**config.mk**
```make
export PLATFORM = sky130hd
export DESIGN_NAME = map_sst_seq
export DESIGN_NICKNAME = d
export VERILOG_FILES = /design/src/rtl/map_sst_pkg.sv /design/src/rtl/map_sst_tmo.sv /design/src/rtl/map_sst_seq.sv
export SDC_FILE = /design/constraint.sdc
export NUM_CORES = 1
export LEC_CHECK = 0
export BUFFER_PORTS_ARGS = -buffer_cell sky130_fd_sc_hd__buf_4
export CAP_MARGIN = 20
export CELL_PAD_IN_SITES_DETAIL_PLACEMENT = 1
export CELL_PAD_IN_SITES_GLOBAL_PLACEMENT = 1
export CORE_MARGIN = 2
export CORE_UTILIZATION = 39
export CTS_CLUSTER_DIAMETER = 50
export CTS_CLUSTER_SIZE = 8
export DETAILED_ROUTE_END_ITERATION = 6
export PLACE_DENSITY_LB_ADDON = 0.1
export RECOVER_POWER = 50
export REMOVE_ABC_BUFFERS = 1
export SLEW_MARGIN = 10
export SYNTH_ARGS = -nofsm -noshare
export SYNTH_HDL_FRONTEND = slang
export SYNTH_HIERARCHICAL = 1
export SYNTH_SLANG_ARGS = --single-unit
```
**constraint.sdc**
```tcl
create_clock -name clk -period 5.4 [get_ports clk]
set_input_delay 0.81 -clock clk [delete_from_list [all_inputs] [get_ports clk]]
set_output_delay 0.81 -clock clk [all_outputs]
set_load 0.02 [all_outputs]
```
**src/rtl/map_sst_pkg.sv**
```systemverilog
// rtl/map_sst_pkg.sv - shared types and constants for the mapper save-state sequencer
// Purpose: state encoding, bus widths and default parameters used by map_sst_seq and map_sst_tmo.
// Ports: none (package).
package map_sst_pkg;

   localparam int SST_AW      = 8;    // save-state / buffer address width
   localparam int SST_DW      = 8;    // save-state / buffer data width
   localparam int REG_NUM_DEF = 9;    // 8 bank registers + ctrl
   localparam int ACK_TMO_DEF = 255;  // cycles to wait for buf_ack before abort

   typedef enum logic [2:0] {
      ST_IDLE,
      ST_SV_RD,
      ST_SV_WR,
      ST_LD_RQ,
      ST_LD_WR,
      ST_FIN
   } sst_seq_st_t;

endpackage

```
**src/rtl/map_sst_tmo.sv**
```systemverilog
// rtl/map_sst_tmo.sv - buffer acknowledge timeout counter
// Purpose: counts cycles spent waiting for buf_ack and flags expiry on the ACK_TMO-th one.
// Ports:
//   clk, map_rst_n : clock, async active-low reset
//   clr            : hold the count at zero (sequencer not in a wait state)
//   run            : waiting this cycle (wait state and no ack)
//   expired        : this is the ACK_TMO-th consecutive wait cycle
module map_sst_tmo
   import map_sst_pkg::*;
#(
   parameter int ACK_TMO = ACK_TMO_DEF
) (
   input  logic clk,
   input  logic map_rst_n,
   input  logic clr,
   input  logic run,
   output logic expired
);

   logic [7:0] cnt_q;

   always_ff @(posedge clk or negedge map_rst_n) begin
      if (!map_rst_n) begin
         cnt_q <= 8'd0;
      end else if (clr) begin
         cnt_q <= 8'd0;
      end else if (run) begin
         cnt_q <= cnt_q + 8'd1;
      end
   end

   // Flag on the cycle whose increment would reach ACK_TMO, so the sequencer
   // leaves the wait state at that same edge.
   assign expired = run && (cnt_q == 8'(ACK_TMO - 1));

endmodule

```
**src/rtl/map_sst_seq.sv**
```systemverilog
// rtl/map_sst_seq.sv - mapper save-state sequencer between save-state engine, mapper and buffer memory
// Purpose: on save_req copies mapper registers 0..REG_NUM-1 into the buffer; on load_req copies
//   buffer bytes back into the mapper. Owns sst_act for the whole transfer.
// Ports:
//   clk, map_rst_n           : clock, async active-low reset
//   save_req, load_req       : start requests, sampled in IDLE only (save wins)
//   busy, done, err          : status; done pulses in FIN, err sticky until next accept
//   sst_act, sst_addr        : mapper save-state port control
//   sst_we_map, sst_dato     : mapper write strobe/data
//   sst_di                   : mapper readback for sst_addr
//   buf_addr, buf_dout       : buffer address / write data
//   buf_we, buf_re           : buffer requests, held until buf_ack
//   buf_din, buf_ack         : buffer read data / completion
module map_sst_seq
   import map_sst_pkg::*;
#(
   parameter int REG_NUM = REG_NUM_DEF,
   parameter int ACK_TMO = ACK_TMO_DEF
) (
   input  logic              clk,
   input  logic              map_rst_n,
   input  logic              save_req,
   input  logic              load_req,
   output logic              busy,
   output logic              done,
   output logic              err,
   output logic              sst_act,
   output logic [SST_AW-1:0] sst_addr,
   output logic              sst_we_map,
   output logic [SST_DW-1:0] sst_dato,
   input  logic [SST_DW-1:0] sst_di,
   output logic [SST_AW-1:0] buf_addr,
   output logic [SST_DW-1:0] buf_dout,
   output logic              buf_we,
   output logic              buf_re,
   input  logic [SST_DW-1:0] buf_din,
   input  logic              buf_ack
);

   sst_seq_st_t       state_q;
   logic [SST_AW-1:0] idx_q;
   logic [SST_DW-1:0] lat_q;
   logic              err_q;

   logic in_wait;
   logic is_last;
   logic tmo_exp;

   // Only SV_WR and LD_RQ wait on buf_ack; every other state holds the timer at
   // zero, so it restarts on each entry into a wait state.
   assign in_wait = (state_q == ST_SV_WR) || (state_q == ST_LD_RQ);
   assign is_last = (idx_q == SST_AW'(REG_NUM - 1));

   map_sst_tmo #(
      .ACK_TMO (ACK_TMO)
   ) u_tmo (
      .clk       (clk),
      .map_rst_n (map_rst_n),
      .clr       (!in_wait),
      .run       (in_wait && !buf_ack),
      .expired   (tmo_exp)
   );

   always_ff @(posedge clk or negedge map_rst_n) begin
      if (!map_rst_n) begin
         state_q <= ST_IDLE;
         idx_q   <= '0;
         lat_q   <= '0;
         err_q   <= 1'b0;
      end else begin
         case (state_q)
            ST_IDLE: begin
               if (save_req) begin
                  state_q <= ST_SV_RD;
                  idx_q   <= '0;
                  err_q   <= 1'b0;
               end else if (load_req) begin
                  state_q <= ST_LD_RQ;
                  idx_q   <= '0;
                  err_q   <= 1'b0;
               end
            end
            ST_SV_RD: begin
               // sst_addr has been stable for this whole cycle, so the mapper
               // readback has settled by this edge.
               lat_q   <= sst_di;
               state_q <= ST_SV_WR;
            end
            ST_SV_WR: begin
               if (buf_ack) begin
                  if (is_last) begin
                     state_q <= ST_FIN;
                  end else begin
                     idx_q   <= idx_q + 1'b1;
                     state_q <= ST_SV_RD;
                  end
               end else if (tmo_exp) begin
                  err_q   <= 1'b1;
                  state_q <= ST_FIN;
               end
            end
            ST_LD_RQ: begin
               if (buf_ack) begin
                  lat_q   <= buf_din;
                  state_q <= ST_LD_WR;
               end else if (tmo_exp) begin
                  err_q   <= 1'b1;
                  state_q <= ST_FIN;
               end
            end
            ST_LD_WR: begin
               if (is_last) begin
                  state_q <= ST_FIN;
               end else begin
                  idx_q   <= idx_q + 1'b1;
                  state_q <= ST_LD_RQ;
               end
            end
            ST_FIN: begin
               state_q <= ST_IDLE;
            end
            default: begin
               state_q <= ST_IDLE;
            end
         endcase
      end
   end

   // Outputs are decoded from registered state only; an async reset of
   // state_q drops every strobe and request at once.
   assign busy       = (state_q != ST_IDLE);
   assign done       = (state_q == ST_FIN);
   assign err        = err_q;
   assign sst_act    = (state_q == ST_SV_RD) || (state_q == ST_SV_WR) ||
                       (state_q == ST_LD_RQ) || (state_q == ST_LD_WR);
   assign sst_we_map = (state_q == ST_LD_WR);
   assign buf_we     = (state_q == ST_SV_WR);
   assign buf_re     = (state_q == ST_LD_RQ);
   assign sst_addr   = sst_act ? idx_q : '0;
   assign sst_dato   = sst_we_map ? lat_q : '0;
   assign buf_addr   = (buf_we || buf_re) ? idx_q : '0;
   assign buf_dout   = buf_we ? lat_q : '0;

endmodule

```
# [After elaboration in Yosys (flattened, before gate mapping)]
# Index checks and enable logic that the tools add are counted.
[word_totals] register_bits=28 input_bits=21 output_inout_bits=39 word_cells=62
[op_classes] add_sub_neg=2 eq_ne=13 muxes=26 reduce_logical=16
[op_table] operator="$mux 8" count=11
[op_table] operator="$pmux 8 s3" count=1
[op_table] operator="$mux 3" count=7
[op_table] operator="$add 8x1->8 const B" count=2
[op_table] operator="$pmux 8 s2" count=1
[op_table] operator="$pmux 3 s5" count=1
[op_table] operator="$eq 8x4->1 const B" count=1
[op_table] operator="$eq 8x8->1 const B" count=1
[op_table] operator="$ne 2x1->1 const B" count=4
[op_table] operator="$eq 3x2->1 const B" count=2
[op_table] operator="$eq 3x3->1 const B" count=2
[op_table] operator="$reduce_bool 3->1" count=2
[op_table] operator="$logic_or 1x1->1" count=4
[op_table] operator="$mux 1" count=4
[op_table] operator="$reduce_and 4->1" count=1
[op_table] operator="$reduce_bool 2->1" count=2
[op_table] operator="$eq 3x1->1 const B" count=1
[op_table] operator="$logic_not 3->1" count=1
[op_table] operator="$ne 3x3->1 const B" count=1
[op_table] operator="$reduce_and 3->1" count=1
[op_table] operator="$logic_and 1x1->1" count=2
[op_table] operator="$ne 2x2->1 const B" count=1
[op_table] operator="$pmux 1 s2" count=1
[op_table] operator="$reduce_and 2->1" count=1
[op_table] operator="2 further kinds" count=2

# [Longest topological paths before layout]
[logic_depth] depth_word=7 ltp_mapped=10 mapped_depth_nobuf=8

# [By module]
# Netlist, hierarchy kept.
[modules_own_cells] module="map_sst_seq" instances=1 cells_per_inst=159 area_per_inst_um2=1321.3
[modules_own_cells] module="map_sst_tmo" instances=1 cells_per_inst=41 area_per_inst_um2=411.6

# [Least setup slack after synthesis]
# No wires, ideal clock.
[synth_path] kind="reg-to-output" startpoint="register state_q[0]" endpoint="output port sst_dato[0]" arrival_ns=1.798 required_ns=4.590 path_slack_ns=2.792 stages_incl_launch_ff=4 path_cell_list="dfrtp_1 > clkbuf_1 > nor3b_1 > and2_1"
[synth_between] elab_chain_cells=2
[synth_lines] item="from (decl)" line="map_sst_seq.sv:40" rtl="sst_seq_st_t state_q;"
[synth_lines] item="from (signal assigned)" line="map_sst_seq.sv:66" rtl="state_q <= ST_IDLE;"
[synth_lines] item="from (signal assigned)" line="map_sst_seq.sv:74" rtl="state_q <= ST_SV_RD;"
[synth_lines] item="from (signal assigned)" line="map_sst_seq.sv:78" rtl="state_q <= ST_LD_RQ;"
[synth_lines] item="$eq 3x3->1" line="map_sst_seq.sv:136" rtl="assign sst_we_map = (state_q == ST_LD_WR);"
[synth_lines] item="net sst_we_map" line="map_sst_seq.sv:29" rtl="output logic sst_we_map,"
[synth_lines] item="$mux 8" line="map_sst_seq.sv:140" rtl="assign sst_dato = sst_we_map ? lat_q : '0;"
[synth_lines] item="to (decl)" line="map_sst_seq.sv:30" rtl="output logic [SST_DW-1:0] sst_dato,"
# The timed path passes the listed nets, and every way through them passes these cells.

# [Final worst setup path]
[layout_path] startpoint="register state_q[1]" endpoint="output port buf_re"
[layout_between] elab_chain_cells=1
[layout_lines] item="$eq 3x2->1" line="map_sst_seq.sv:138" rtl="assign buf_re = (state_q == ST_LD_RQ);"
[layout_lines] item="to (decl)" line="map_sst_seq.sv:35" rtl="output logic buf_re,"
# Every way passes these cells.

==> summary.txt <==
STA
  • Setup_tns: 0 ns
  • Slew Limit Fails: 29
  • RSZ-0062 raised after global routing: false
  • Clock Skew: 0.0101 ns
  • Hold Vio Cnt, Final: 0
  • Final worst path period need: 3.11 ns
  • Least-Margin Pin Slew: 1.53 ns
  • Maximum achievable frequency: 322 MHz
  • Crit share post-route: 0.575
  • Setup violations, final: 0
  • Worst slew margin: -0.0212

Clocking
  • Post-CTS setup buffer count: 0
  • Number of CTS-inserted buffers: 3
  • CTS max path bufs: 2
  • Clock tree sinks: 28
  • Post-CTS sizing: 0
  • CTS Hold Bufs: 0
  • H-tree levels: 1
  • Worst-skew pair later-pin latency: 0.28 ns
  • CTS tree: yes
  • Root Buffer Master: clkbuf_8
  • Worst-path clk slew: 0.09 ns

Setup path
  • Worst path required time: 4.59 ns
  • WS Path Type: reg -> out
  • Setup crit end kind: output port
  • CP startpoint kind: register
  • Critical path arrival: 2.30 ns
  • Max FO, Critical Path: 12

Logic synthesis
  • Top post-synthesis cells by area: dfrtp_1 (40%), o21ai_0 (6.9%), and3_1 (6.9%)
  • Yosys warns: 6
  • Yosys cell types: 41
  • Synthesized flop and latch total: 28
  • Largest family of logic cells by synthesized area: simple AND/OR/NAND/NOR gates
  • Synth Area in Adders: 0.0289
  • Mapped cell area: 1730 sq um
  • Most numerous cell in the Yosys netlist: dfrtp_1
  • EDFF count, synth: 0
  • Post-synthesis mux area share: 0.0347
  • Post-Synth XOR/XNOR Area: 0.0202
  • Synth Area in Simple Gates: 0.320
  • Seq/Total Area, Yosys: 0.404
  • Top FF cell, synth: dfrtp_1
  • Gate Count Post-Synth: 200
  • Top cell type's share of synthesized area: 0.404
  • Synth Area in Compound Gates: 0.152
  • Leading area contributor after synthesis: dfrtp_1
  • Ys async rst share: 1.00
  • Top cells by count, synth: dfrtp_1 (28), o21ai_0 (24), and3_1 (19)
  • Synthesized area per cell: 8.66 sq um

Pwr
  • Leak: 1.15 nW
  • Worst vdd ir: 0.000241 V
  • PD cells: 435 nW/um^2

Detailed routing
  • # DRC: 0
  • Vias per cell: 5.47
  • Via count: 1679
  • Pre-Repair DR Iteration Count: 4
  • Final WL: 4.81 mm
  • Final ANT Viol Nets: 0
  • Wire per inst: 15.7 um
  • Initial DRC count: 33

Placed design
  • Hpwl dp: 3.61 mm
  • Routability cong.: 0.845
  • Buffers on Ports: 59

Job
  • Max-cap violations: 1

Cells and area
  • Ant diodes: 0
  • Area grow syn2layout: 30.0%
  • Nets@finish: 281
  • Final core occ: 0.521
  • Share of cells above drive strength 1: 0.255
  • Fill count: 540

Floorplan
  • Die ar.: 4990 sq um
  • # rows: 24
  • Ports: 60
  • Core area: 4320 sq um
  • Initial Util: 0.401
  • DIE HEIGHT: 70.7 um
  • Die X: 70.7 um

Global routing
  • Pin count of the biggest net entering global routing: 29
  • Initial antenna violation count: 0
  • GRT Residual Overflow: 0
  • GRT Util Overall: 0.195
  • Vias in the first global route: 1601
  • Global-route wire length before repair: 7.85 mm

Status
  • Violated checks: capacitance limit, slew limit
  • Outcome: complete, but fails checks

Worst hold path
  • Worst hold path type: reg -> reg
-- path summary, 6_finish.rpt --
kind                       startpoint    endpoint  slack [ns]  cells past startpoint
setup / recovery           state_q[1]      buf_re        2.29                      5
min in group asynchronous   map_rst_n    idx_q[1]        0.88                      1
max in group asynchronous   map_rst_n    idx_q[6]        3.62                      1
hold reg to reg              lat_q[6]    lat_q[6]        0.50                      2
setup reg to reg           state_q[1]  state_q[0]        2.61                      8
hold / removal               lat_q[6]    lat_q[6]        0.50                      2
-- layer usage --
metal / track usage / part of all wire / vias to the layer above
met3: 0.0456 / 0.049 / 4
met1: 0.265 / 0.47 / 816
li1: - / - / 821
met4: 0.0252 / 0.0037 / 0
met5: 0 / 0 / -
met2: 0.327 / 0.48 / 38
-- worst max-delay path, stage by stage (launching register included) --
cell and delay, ns:
dfrtp_1 0.53, nor2b_1 0.39, clkbuf_1 0.43, nand2_1 0.39
inv_1 0.13, buf_4 0.15
-- per-stage QoR --
stage | area, sq um | setup WS (ns) | hold WS (ns) | cells | total power [mW]
after floorplan | 1690 | 2.88 | 0.456 | 191 | 0.630
after global placement | 2190 | 2.25 | 0.471 | 302 | 0.812
after detailed placement | 2190 | 2.10 | 0.485 | 302 | 0.827
after CTS | 2260 | 2.03 | 0.432 | 306 | 0.998
after global routing | 2250 | 2.06 | 0.543 | 307 | 1.06
final | 2250 | 2.29 | 0.497 | 307 | 0.981
-- area by class of cell --
cell class | count | area (sq um) | area share
multi-input combinational | 157 | 957 | 0.425
sequential | 28 | 701 | 0.311
timing repair buffer | 60 | 435 | 0.193
tap | 52 | 65.1 | 0.0289
clock buffer | 3 | 41.3 | 0.0183
clock inverter | 1 | 30.0 | 0.0133
inverter | 6 | 22.5 | 0.0100
-- layout by cell type (no fill, tap or decap), drive strengths merged, types with 2 or more instances in the layout --
cell type / synthesis / routed
dfrtp: 28 / 28
nor3b: 2 / 2
nor2: 18 / 18
and2: 16 / 16
ha: 4 / 4
nand4: 7 / 7
nand2b: 4 / 4
and3: 19 / 19
a21oi: 10 / 10
a211oi: 2 / 2
buf: 4 / 56
nand3: 6 / 6
mux2i: 6 / 6
inv: 6 / 6
o21ai: 24 / 24
o22ai: 2 / 2
xor2: 3 / 3
clkbuf: 5 / 7
nand2: 16 / 16
or3: 4 / 4
-- state kept, by name (all words and copies together) (netlist names) --
| name | cells |
|---|---|
| idx_q | 8 |
| state_q | 3 |
| err | 1 |
| u_tmo/cnt_q | 8 |
| lat_q | 8 |
-- where the power goes --
part,total (mW),switching [mW],internal (mW)
Sequential,0.325,0.0651,0.260
Clock,0.168,0.0683,0.0994
Combinational,0.488,0.310,0.177
-- cell families (layout without fill, tap and decap cells) --
logic type	count (synthesis)	after routing
flip-flops	28	28
buffers and inverters	15	70
adder cells (fa/ha/maj)	4	4
multiplexers	6	6
XOR/XNOR	4	4
AO/OA/AOI/OAI	45	45
AND/OR/NAND/NOR	98	98
Power figures use the tool's default switching activity.
